`config.mk`:
```
export PLATFORM = sky130hd
export DESIGN_NAME = regfile_wb_arbiter_flat
export DESIGN_NICKNAME = d
export VERILOG_FILES = /design/src/rtl/regfile_wb_arbiter_if.sv /design/src/rtl/regfile_wb_arbiter.sv /design/src/flat_wrapper.sv
export SDC_FILE = /design/constraint.sdc
export NUM_CORES = 1
export LEC_CHECK = 0
export ABC_AREA = 1
export CORE_MARGIN = 2
export CORE_UTILIZATION = 25
export CTS_CLUSTER_DIAMETER = 200
export DETAILED_ROUTE_END_ITERATION = 8
export DONT_BUFFER_PORTS = 1
export PLACE_DENSITY = 0.36
export SLEW_MARGIN = 20
export SYNTH_ARGS = -nofsm -noshare
export SYNTH_HDL_FRONTEND = slang
export SYNTH_SLANG_ARGS = --single-unit
```
`constraint.sdc`:
```
create_clock -name clk -period 4.02 [get_ports clk]
set_input_delay 0.603 -clock clk [delete_from_list [all_inputs] [get_ports clk]]
set_output_delay 0.603 -clock clk [all_outputs]
set_load 0.1 [all_outputs]
```
`src/rtl/regfile_wb_arbiter_if.sv`:
```
// Writeback bus between the two result producers, decode and the register-file write arbiter.
// master: producers/decode/register file side; slave: regfile_wb_arbiter.
interface regfile_wb_arbiter_if #(
  parameter int unsigned DATA_WIDTH = 32,
  parameter int unsigned ADDR_WIDTH = 5
);
  logic                  s0_valid;
  logic                  s0_ready;
  logic [ADDR_WIDTH-1:0] s0_addr;
  logic [DATA_WIDTH-1:0] s0_data;
  logic                  s1_valid;
  logic                  s1_ready;
  logic [ADDR_WIDTH-1:0] s1_addr;
  logic [DATA_WIDTH-1:0] s1_data;
  logic                  RegWrite;
  logic [ADDR_WIDTH-1:0] write_address;
  logic [DATA_WIDTH-1:0] write_data;
  logic [ADDR_WIDTH-1:0] read_sel_1;
  logic [ADDR_WIDTH-1:0] read_sel_2;
  logic                  pend_1;
  logic                  pend_2;

  modport master (
    output s0_valid, s0_addr, s0_data,
    output s1_valid, s1_addr, s1_data,
    output read_sel_1, read_sel_2,
    input  s0_ready, s1_ready,
    input  RegWrite, write_address, write_data,
    input  pend_1, pend_2
  );

  modport slave (
    input  s0_valid, s0_addr, s0_data,
    input  s1_valid, s1_addr, s1_data,
    input  read_sel_1, read_sel_2,
    output s0_ready, s1_ready,
    output RegWrite, write_address, write_data,
    output pend_1, pend_2
  );
endinterface

```
`src/rtl/regfile_wb_arbiter.sv`:
```
// Round-robin sharing of the register-file write port between ALU (src0) and load (src1) FIFOs.
// Optional macro WB_PENDING_CHECK_EN enables the combinational in-flight write check (pend_1/pend_2).
module regfile_wb_arbiter #(
  parameter int unsigned DATA_WIDTH = 32,
  parameter int unsigned ADDR_WIDTH = 5,
  parameter int unsigned DEPTH      = 2
) (
  input logic                 clk,
  input logic                 rst_n,
  regfile_wb_arbiter_if.slave bus
);
  localparam int unsigned PTR_W = $clog2(DEPTH);
  localparam int unsigned CNT_W = $clog2(DEPTH + 1);

  typedef struct packed {
    logic [ADDR_WIDTH-1:0] addr;
    logic [DATA_WIDTH-1:0] data;
  } entry_t;

  entry_t           mem     [2][DEPTH];
  logic [PTR_W-1:0] wr_ptr  [2];
  logic [PTR_W-1:0] rd_ptr  [2];
  logic [CNT_W-1:0] count   [2];
  entry_t           in_entry[2];
  logic [1:0]       full;
  logic [1:0]       not_empty;
  logic [1:0]       push;
  logic [1:0]       pop;

  logic                  last_grant;
  logic                  grant_valid;
  logic                  grant_src;
  entry_t                head;
  logic                  reg_write;
  logic [ADDR_WIDTH-1:0] write_address;
  logic [DATA_WIDTH-1:0] write_data;

  // FIFO status comes from registered counts only, so a same-cycle pop never raises ready
  always_comb begin
    in_entry[0] = '{addr: bus.s0_addr, data: bus.s0_data};
    in_entry[1] = '{addr: bus.s1_addr, data: bus.s1_data};
    for (int i = 0; i < 2; i++) begin
      full[i]      = (count[i] == CNT_W'(DEPTH));
      not_empty[i] = (count[i] != '0);
    end
    push[0] = bus.s0_valid & ~full[0];
    push[1] = bus.s1_valid & ~full[1];
  end

  assign bus.s0_ready = ~full[0];
  assign bus.s1_ready = ~full[1];

  // Round-robin: on contention the source that did not win last time is granted
  always_comb begin
    grant_valid = |not_empty;
    grant_src   = 1'b0;
    if (&not_empty) begin
      grant_src = ~last_grant;
    end else begin
      grant_src = ~not_empty[0];
    end
    pop = '0;
    if (grant_valid) begin
      pop[grant_src] = 1'b1;
    end
    head = mem[grant_src][rd_ptr[grant_src]];
  end

  always_ff @(posedge clk) begin
    for (int i = 0; i < 2; i++) begin
      if (push[i]) begin
        mem[i][wr_ptr[i]] <= in_entry[i];
      end
    end
  end

  always_ff @(posedge clk or negedge rst_n) begin
    if (!rst_n) begin
      for (int i = 0; i < 2; i++) begin
        wr_ptr[i] <= '0;
        rd_ptr[i] <= '0;
        count[i]  <= '0;
      end
    end else begin
      for (int i = 0; i < 2; i++) begin
        if (push[i]) begin
          wr_ptr[i] <= wr_ptr[i] + PTR_W'(1);
        end
        if (pop[i]) begin
          rd_ptr[i] <= rd_ptr[i] + PTR_W'(1);
        end
        case ({push[i], pop[i]})
          2'b10:   count[i] <= count[i] + CNT_W'(1);
          2'b01:   count[i] <= count[i] - CNT_W'(1);
          default: count[i] <= count[i];
        endcase
      end
    end
  end

  // r0 entries are still granted (and advance round-robin) but never assert the write enable
  always_ff @(posedge clk or negedge rst_n) begin
    if (!rst_n) begin
      reg_write     <= 1'b0;
      write_address <= '0;
      write_data    <= '0;
      last_grant    <= 1'b1;
    end else begin
      reg_write <= grant_valid && (head.addr != '0);
      if (grant_valid) begin
        write_address <= head.addr;
        write_data    <= head.data;
        last_grant    <= grant_src;
      end
    end
  end

  assign bus.RegWrite      = reg_write;
  assign bus.write_address = write_address;
  assign bus.write_data    = write_data;

`ifdef WB_PENDING_CHECK_EN
  logic [DEPTH-1:0] live [2];
  logic             pend_1;
  logic             pend_2;

  // An entry slot is live when its distance from the read pointer is below the count
  always_comb begin
    for (int i = 0; i < 2; i++) begin
      for (int j = 0; j < DEPTH; j++) begin
        live[i][j] = CNT_W'(PTR_W'(PTR_W'(j) - rd_ptr[i])) < count[i];
      end
    end
  end

  always_comb begin
    pend_1 = 1'b0;
    pend_2 = 1'b0;
    for (int i = 0; i < 2; i++) begin
      for (int j = 0; j < DEPTH; j++) begin
        if (live[i][j] && (mem[i][j].addr == bus.read_sel_1)) pend_1 = 1'b1;
        if (live[i][j] && (mem[i][j].addr == bus.read_sel_2)) pend_2 = 1'b1;
      end
    end
    if (reg_write && (write_address == bus.read_sel_1)) pend_1 = 1'b1;
    if (reg_write && (write_address == bus.read_sel_2)) pend_2 = 1'b1;
    if (bus.read_sel_1 == '0) pend_1 = 1'b0;
    if (bus.read_sel_2 == '0) pend_2 = 1'b0;
  end

  assign bus.pend_1 = pend_1;
  assign bus.pend_2 = pend_2;
`else
  assign bus.pend_1 = 1'b0;
  assign bus.pend_2 = 1'b0;
`endif

endmodule

```
`src/flat_wrapper.sv`:
```
// flat-port wrapper written by rule: the top's interface ports become plain ports
module regfile_wb_arbiter_flat 
#(
  parameter int unsigned DATA_WIDTH = 32,
  parameter int unsigned ADDR_WIDTH = 5,
  parameter int unsigned DEPTH      = 2
)
  (clk, rst_n, bus_s0_valid, bus_s0_addr, bus_s0_data, bus_s1_valid, bus_s1_addr, bus_s1_data, bus_read_sel_1, bus_read_sel_2, bus_s0_ready, bus_s1_ready, bus_RegWrite, bus_write_address, bus_write_data, bus_pend_1, bus_pend_2);
  regfile_wb_arbiter_if #(.DATA_WIDTH(DATA_WIDTH), .ADDR_WIDTH(ADDR_WIDTH)) bus_i ();
  input logic clk;
  input logic rst_n;
  input wire logic [$bits(bus_i.s0_valid)-1:0] bus_s0_valid;
  input wire logic [$bits(bus_i.s0_addr)-1:0] bus_s0_addr;
  input wire logic [$bits(bus_i.s0_data)-1:0] bus_s0_data;
  input wire logic [$bits(bus_i.s1_valid)-1:0] bus_s1_valid;
  input wire logic [$bits(bus_i.s1_addr)-1:0] bus_s1_addr;
  input wire logic [$bits(bus_i.s1_data)-1:0] bus_s1_data;
  input wire logic [$bits(bus_i.read_sel_1)-1:0] bus_read_sel_1;
  input wire logic [$bits(bus_i.read_sel_2)-1:0] bus_read_sel_2;
  output wire logic [$bits(bus_i.s0_ready)-1:0] bus_s0_ready;
  output wire logic [$bits(bus_i.s1_ready)-1:0] bus_s1_ready;
  output wire logic [$bits(bus_i.RegWrite)-1:0] bus_RegWrite;
  output wire logic [$bits(bus_i.write_address)-1:0] bus_write_address;
  output wire logic [$bits(bus_i.write_data)-1:0] bus_write_data;
  output wire logic [$bits(bus_i.pend_1)-1:0] bus_pend_1;
  output wire logic [$bits(bus_i.pend_2)-1:0] bus_pend_2;
  assign bus_i.s0_valid = bus_s0_valid;
  assign bus_i.s0_addr = bus_s0_addr;
  assign bus_i.s0_data = bus_s0_data;
  assign bus_i.s1_valid = bus_s1_valid;
  assign bus_i.s1_addr = bus_s1_addr;
  assign bus_i.s1_data = bus_s1_data;
  assign bus_i.read_sel_1 = bus_read_sel_1;
  assign bus_i.read_sel_2 = bus_read_sel_2;
  assign bus_s0_ready = bus_i.s0_ready;
  assign bus_s1_ready = bus_i.s1_ready;
  assign bus_RegWrite = bus_i.RegWrite;
  assign bus_write_address = bus_i.write_address;
  assign bus_write_data = bus_i.write_data;
  assign bus_pend_1 = bus_i.pend_1;
  assign bus_pend_2 = bus_i.pend_2;
  regfile_wb_arbiter #(.DATA_WIDTH(DATA_WIDTH), .ADDR_WIDTH(ADDR_WIDTH), .DEPTH(DEPTH)) u_core (.clk(clk), .rst_n(rst_n), .bus(bus_i));
endmodule
```
==> flow_metrics.env, run 1 <==
export IMPL_final_cell_mix="nand2_1 (226), edfxtp_1 (148), nand3_1 (66), dfrtp_1 (46), nand3_2 (35)"
export IMPL_rrSetupSlack_ns=1.60
export IMPL_fill_cells=3168
export IMPL_slew_headroom=0.3568
export IMPL_grt_antenna_before_repair=0
export IMPL_synth_top_area_frac=0.5670
export IMPL_synth_seq_cells=195
export IMPL_post_cts_buffers=0
export IMPL_initial_core_util=0.2549
export IMPL_async_reset_ff_frac=0.2410
export IMPL_grt_ovfl_total=0
export IMPL_max_clock_freq_mhz=413.9
export IMPL_cts_tree="built"
export IMPL_rows=64
export IMPL_mostFrequentLayoutCell="nand2_1"
export IMPL_cts_resized=0
export IMPL_final_nets=716
export IMPL_ant_nets=0
export IMPL_cts_made_buffers=17
export IMPL_grt_pass1_vias=4704
export IMPL_setup_viol_count_final=0
export IMPL_routabilityCongestion=0.7020
export IMPL_netlist_top_cell_by_area="edfxtp_1"
export IMPL_rsz0062_at_grt="false"
export IMPL_vias_per_cell=4.276
export IMPL_h_tree_depth=4
export IMPL_drive_gt1_frac=0.1643
export IMPL_clock_sinks=195
export IMPL_wirelength_mm=19.74
export IMPL_syn_inst=625
export IMPL_synth_edf_count=148
export IMPL_grt_max_degree=77
export IMPL_cp_end_kind="flop"
export IMPL_worstSetupPathType="flop to flop"
export IMPL_dieHeight_um=181.1
export IMPL_ios=130
export IMPL_cts_hold_buffers=1
export IMPL_ys_types=27
export IMPL_num_vias=4426
export IMPL_max_clock_path_buffers=2
export IMPL_max_slew_worst_pin_slew_ns=0.9647
export IMPL_yosysSeqAreaShare=0.7172
export IMPL_drc=0
export IMPL_arrival_ns=2.55
export IMPL_design_core_area_sq_um=30750
export IMPL_grt_pass1_wl_mm=29.79
export IMPL_required_ns=4.16
export IMPL_hold_path_class="input pin to asynchronous set/reset pin"
export IMPL_r2r_cells=6
export IMPL_finalCriticalPeriod_ns=2.416
export IMPL_drtPass1Iterations=6
export IMPL_start_kind="flop"
export IMPL_status="finished, final reports clean"
export IMPL_seq_area_sq_um=5622
export IMPL_antenna_cells=0
export IMPL_syn_to_final_growth_pct=12.64
export IMPL_die_w_um=181.1
export IMPL_routedWlPerCell_um=19.07
export IMPL_clk_insertion_delay_late_ns=0.45
export IMPL_cts_root_buf="clkbuf_16"
export IMPL_timing_rr_start="u_core.count[0]$_DFFE_PN0P_"
export IMPL_min_period_over_period=0.6010
export IMPL_maxCapViolCount=0
export IMPL_ys_flop_type="edfxtp_1"
export IMPL_final_setup_skew_ns=0.01483
export IMPL_yosys_warnings=0
export IMPL_slew_violations=0
export IMPL_path_clk_slew_ns=0.08
export IMPL_place_hpwl_mm=11.50
export IMPL_io_buffers=0
export IMPL_drt_initial_drc_count=191
export IMPL_crit_path_max_fanout=20
export IMPL_synthTopCellsByArea="edfxtp_1 (57%), dfrtp_1 (15%), nand2_1 (11%), nand3_2 (4.5%), nand3_1 (4.2%)"
export IMPL_fin_tns_setup_ns=0
export IMPL_grt_usage=0.1262
export IMPL_hold_violations=0
export IMPL_netlist_area_sq_um=7839
export IMPL_multiInputGateArea_sq_um=1899
export IMPL_worstReg2RegEnd="u_core.mem[1][55]$_DFFE_PP_"
export IMPL_syn_avg_cell_area_sq_um=12.54
export IMPL_dieArea_sq_um=32790
==> per-layer routing <==
layer  share of wire  wire length, um  vias to the layer above  track usage
met5               0                0                        -            0
met1            0.41             8071                     2198       0.1417
met4           0.013              263                        0      0.04585
met3           0.064             1259                       13      0.04515
met2            0.51            10140                       95       0.2206
li1                -                -                     2120            -
==> worst max-delay path by stage <==
| stage | startpoint | end | depth (start not counted) |
|---|---|---|---|
| floorplan | u_core.count[0]$_DFFE_PN0P_ | u_core.mem[1][0]$_DFFE_PP_ | 4 |
| global placement | u_core.count[0]$_DFFE_PN0P_ | u_core.mem[1][20]$_DFFE_PP_ | 6 |
| detailed placement | u_core.count[0]$_DFFE_PN0P_ | u_core.mem[1][49]$_DFFE_PP_ | 6 |
| CTS | u_core.count[0]$_DFFE_PN0P_ | u_core.mem[1][68]$_DFFE_PP_ | 6 |
| global route | u_core.count[0]$_DFFE_PN0P_ | u_core.mem[1][68]$_DFFE_PP_ | 6 |
| finish | u_core.count[0]$_DFFE_PN0P_ | u_core.mem[1][55]$_DFFE_PP_ | 6 |
==> flip-flops by register name (all words and copies together) (netlist names) <==
signal and flops:
u_core.bus.write_address 5, u_core.mem 148, u_core.count 4, u_core.bus.RegWrite 1, u_core.rd_ptr 2, u_core.last_grant 1
u_core.bus.write_data 32, u_core.wr_ptr 2
==> cell families after synthesis <==
logic type               after synthesis  synth area share
AND/OR/NAND/NOR                      355            0.2168
flip-flops                           195            0.7172
buffers and inverters                 51           0.04517
AO/OA/AOI/OAI                         16           0.01165
XOR/XNOR                               5          0.005586
adder cells (fa/ha/maj)                2          0.003192
other                                  1         0.0004784
==> critical path, stage by stage (launching register included) <==
cell and delay (ns):
dfrtp_1 0.50, inv_1 0.07, nand2_1 0.06, buf_4 0.30, nand2_1 0.22, nor2_4 0.65, buf_12 0.28
==> synthesized netlist by cell type, types with 2 or more instances <==
master      n
nand2_1   227
edfxtp_1  148
nand3_1    66
dfrtp_1    46
nand3_2    35
inv_1      16
nor2_1     11
buf_2       8
buf_6       8
nand2_2     7
buf_4       6
clkbuf_1    6
o21ai_0     6
o21ai_1     5
a21oi_1     4
buf_12      4
nor2_2      4
xnor2_1     4
nand2_4     3
ha_1        2
inv_4       2
nor2_4      2
==> cell type report <==
| cell class | count | share of cell area |
|---|---|---|
| clock buffers | 17 | 0.04818 |
| clock inverters | 15 | 0.01630 |
| inverters | 19 | 0.008644 |
| multi-input cells | 380 | 0.2151 |
| flip-flops and latches | 195 | 0.6367 |
| well taps | 396 | 0.05611 |
| repair buffers | 13 | 0.01899 |
==> stage by stage <==
step / hold WS (ns) / instances / area, sq um / setup WS [ns] / utilization
after detailed placement: 0.3085 / 1002 / 8233 / 1.539 / 0.2677
after floorplan: 0.3074 / 626 / 7843 / 0.5471 / -
final: 0.02841 / 1035 / 8830 / 1.604 / 0.2872
after global placement: 0.3087 / 1002 / 8233 / 1.542 / 0.2677
after CTS: 0.007734 / 1035 / 8830 / 1.508 / 0.2872
after global routing: 0.01577 / 1035 / 8830 / 1.394 / 0.2872
Power of run 1 is left out: the tool's default activity adds up to more than one toggle a clock period on the data nets, which glitch-free logic cannot reach.
==> run 2, diff against run 1 <==
PLACE_DENSITY = 0.38   (was 0.36)
clock period = 2 ns   (was 4.02 ns; I/O delays follow)
==> flow_metrics.env, run 2 (synthesized netlist as in run 1, its figures left out) <==
export IMPL_start_kind="flop"
export IMPL_ios=130
export IMPL_vias_per_cell=4.251
export IMPL_hold_violations=0
export IMPL_max_slew_worst_pin_slew_ns=0.6556
export IMPL_grt_usage=0.1327
export IMPL_io_buffers=0
export IMPL_path_clk_slew_ns=0.07
export IMPL_critPathMaxStageDelay_ns=0.48
export IMPL_mostFrequentLayoutCell="nand2_1"
export IMPL_finalCriticalPeriod_ns=1.850
export IMPL_slew_violations=0
export IMPL_routedWlPerCell_um=17.71
export IMPL_rows=64
export IMPL_design_core_area_sq_um=30750
export IMPL_dieHeight_um=181.1
export IMPL_drtPass1Iterations=4
export IMPL_cpMostUsedCell="nor2_2"
export IMPL_drc=0
export IMPL_grt_ovfl_total=0
export IMPL_wirelength_mm=20.58
export IMPL_clk_insertion_delay_late_ns=0.45
export IMPL_grt_pass1_wl_mm=31.73
export IMPL_fin_tns_setup_ns=0
export IMPL_routabilityCongestion=0.7358
export IMPL_antenna_cells=0
export IMPL_fin_cells=1162
export IMPL_required_ns=2.33
export IMPL_grt_antenna_before_repair=0
export IMPL_crit_slowest_cell="dfrtp_2"
export IMPL_arrival_ns=2.17
export IMPL_crit_chain="nor2_2 -> nor2_2 -> nor2_4 -> buf_12 -> ha_1 -> a21oi_1 -> o21ai_0 -> xnor2_1"
export IMPL_num_vias=4940
export IMPL_drive_gt1_frac=0.2063
export IMPL_dp_cells=1052
export IMPL_post_cts_buffers=0
export IMPL_h_tree_depth=4
export IMPL_hold_path_class="input pin to flop"
export IMPL_final_setup_skew_ns=0.01408
export IMPL_maxCapViolCount=0
export IMPL_fill_cells=3101
export IMPL_worstSetupPathType="flop to flop"
export IMPL_max_clock_path_buffers=2
export IMPL_syn_to_final_growth_pct=28.59
export IMPL_grt_max_degree=48
export IMPL_crit_path_max_fanout=10
export IMPL_ant_nets=0
export IMPL_largest_reg_flops=148
export IMPL_max_clock_freq_mhz=540.6
export IMPL_setup_viol_count_final=0
export IMPL_min_period_over_period=0.9248
export IMPL_multiInputGateArea_sq_um=1932
export IMPL_cp_end_kind="flop"
export IMPL_cts_tree="built"
export IMPL_status="finished, final reports clean"
export IMPL_rsz0062_at_grt="false"
export IMPL_place_hpwl_mm=12.30
export IMPL_clock_sinks=195
export IMPL_drt_initial_drc_count=211
export IMPL_final_nets=843
export IMPL_cts_made_buffers=17
export IMPL_cts_root_buf="clkbuf_16"
export IMPL_dieArea_sq_um=32790
export IMPL_die_w_um=181.1
export IMPL_slew_headroom=0.5629
export IMPL_seq_area_sq_um=5623
export IMPL_initial_core_util=0.2549
export IMPL_grt_pass1_vias=5273
export IMPL_final_cell_mix="nand2_1 (224), edfxtp_1 (148), dlygate4sd3_1 (77), nand3_1 (66), buf_4 (50)"
## run 2: final timing paths
path                                               from                                    end  slack [ns]  cells past startpoint
min reg2reg                u_core.rd_ptr[0]$_DFFE_PN0P_           u_core.rd_ptr[0]$_DFFE_PN0P_        0.48                      1
min                                        bus_s1_valid            u_core.count[0]$_DFFE_PN0P_        0.32                      3
max in group asynchronous                         rst_n          u_core.last_grant$_DFFE_PN1N_        1.28                      2
min in group asynchronous                         rst_n  u_core.bus.write_data[14]$_DFFE_PN0N_        0.41                      2
max                         u_core.count[1]$_DFFE_PN0P_            u_core.count[3]$_DFFE_PN0P_        0.15                      8
max reg2reg                 u_core.count[1]$_DFFE_PN0P_            u_core.count[3]$_DFFE_PN0P_        0.15                      8
## run 2: per-stage QoR
step | setup slack [ns] | utilization | hold WS (ns) | cell area (sq um)
final | 0.1503 | 0.3278 | 0.3240 | 10080
after global placement | 0.1472 | 0.2839 | 0.005837 | 8728
after detailed placement | 0.08954 | 0.2839 | 0.005656 | 8728
after CTS | 0.07564 | 0.3276 | 0.3034 | 10070
after global routing | 0.005095 | 0.3278 | 0.3434 | 10080
after floorplan | 0.01457 | - | 0.004409 | 7905
## run 2: area by class of cell
class                   count  share of cell area
clock buffers              18             0.04258
well taps                 396             0.04916
clock inverters            14             0.01179
flip-flops and latches    195              0.5578
repair buffers            140              0.1394
multi-input cells         380              0.1917
inverters                  19            0.007572
## run 2: metal layers
metal,part of all wire,GRT usage
met5,0,0
met4,0.023,0.05008
met3,0.044,0.03467
met2,0.51,0.2334
met1,0.42,0.1555
## run 2: repair_timing
item	CTS	global route
hold buffers	78	0
hold endpoints to repair	197	0
setup endpoints to repair	0	13
gates resized for setup	0	2
## run 2: worst max-delay path, delay by kind of cell (launching register included)
kind                     cells  cell delay (ns)
buffers and inverters        1             0.15
adder cells (fa/ha/maj)      1             0.26
AND/OR/NAND/NOR              3             0.40
XOR/XNOR                     1             0.15
AO/OA/AOI/OAI                2             0.28
flip-flops                   1             0.48
Power of run 2 is left out for the same reason.
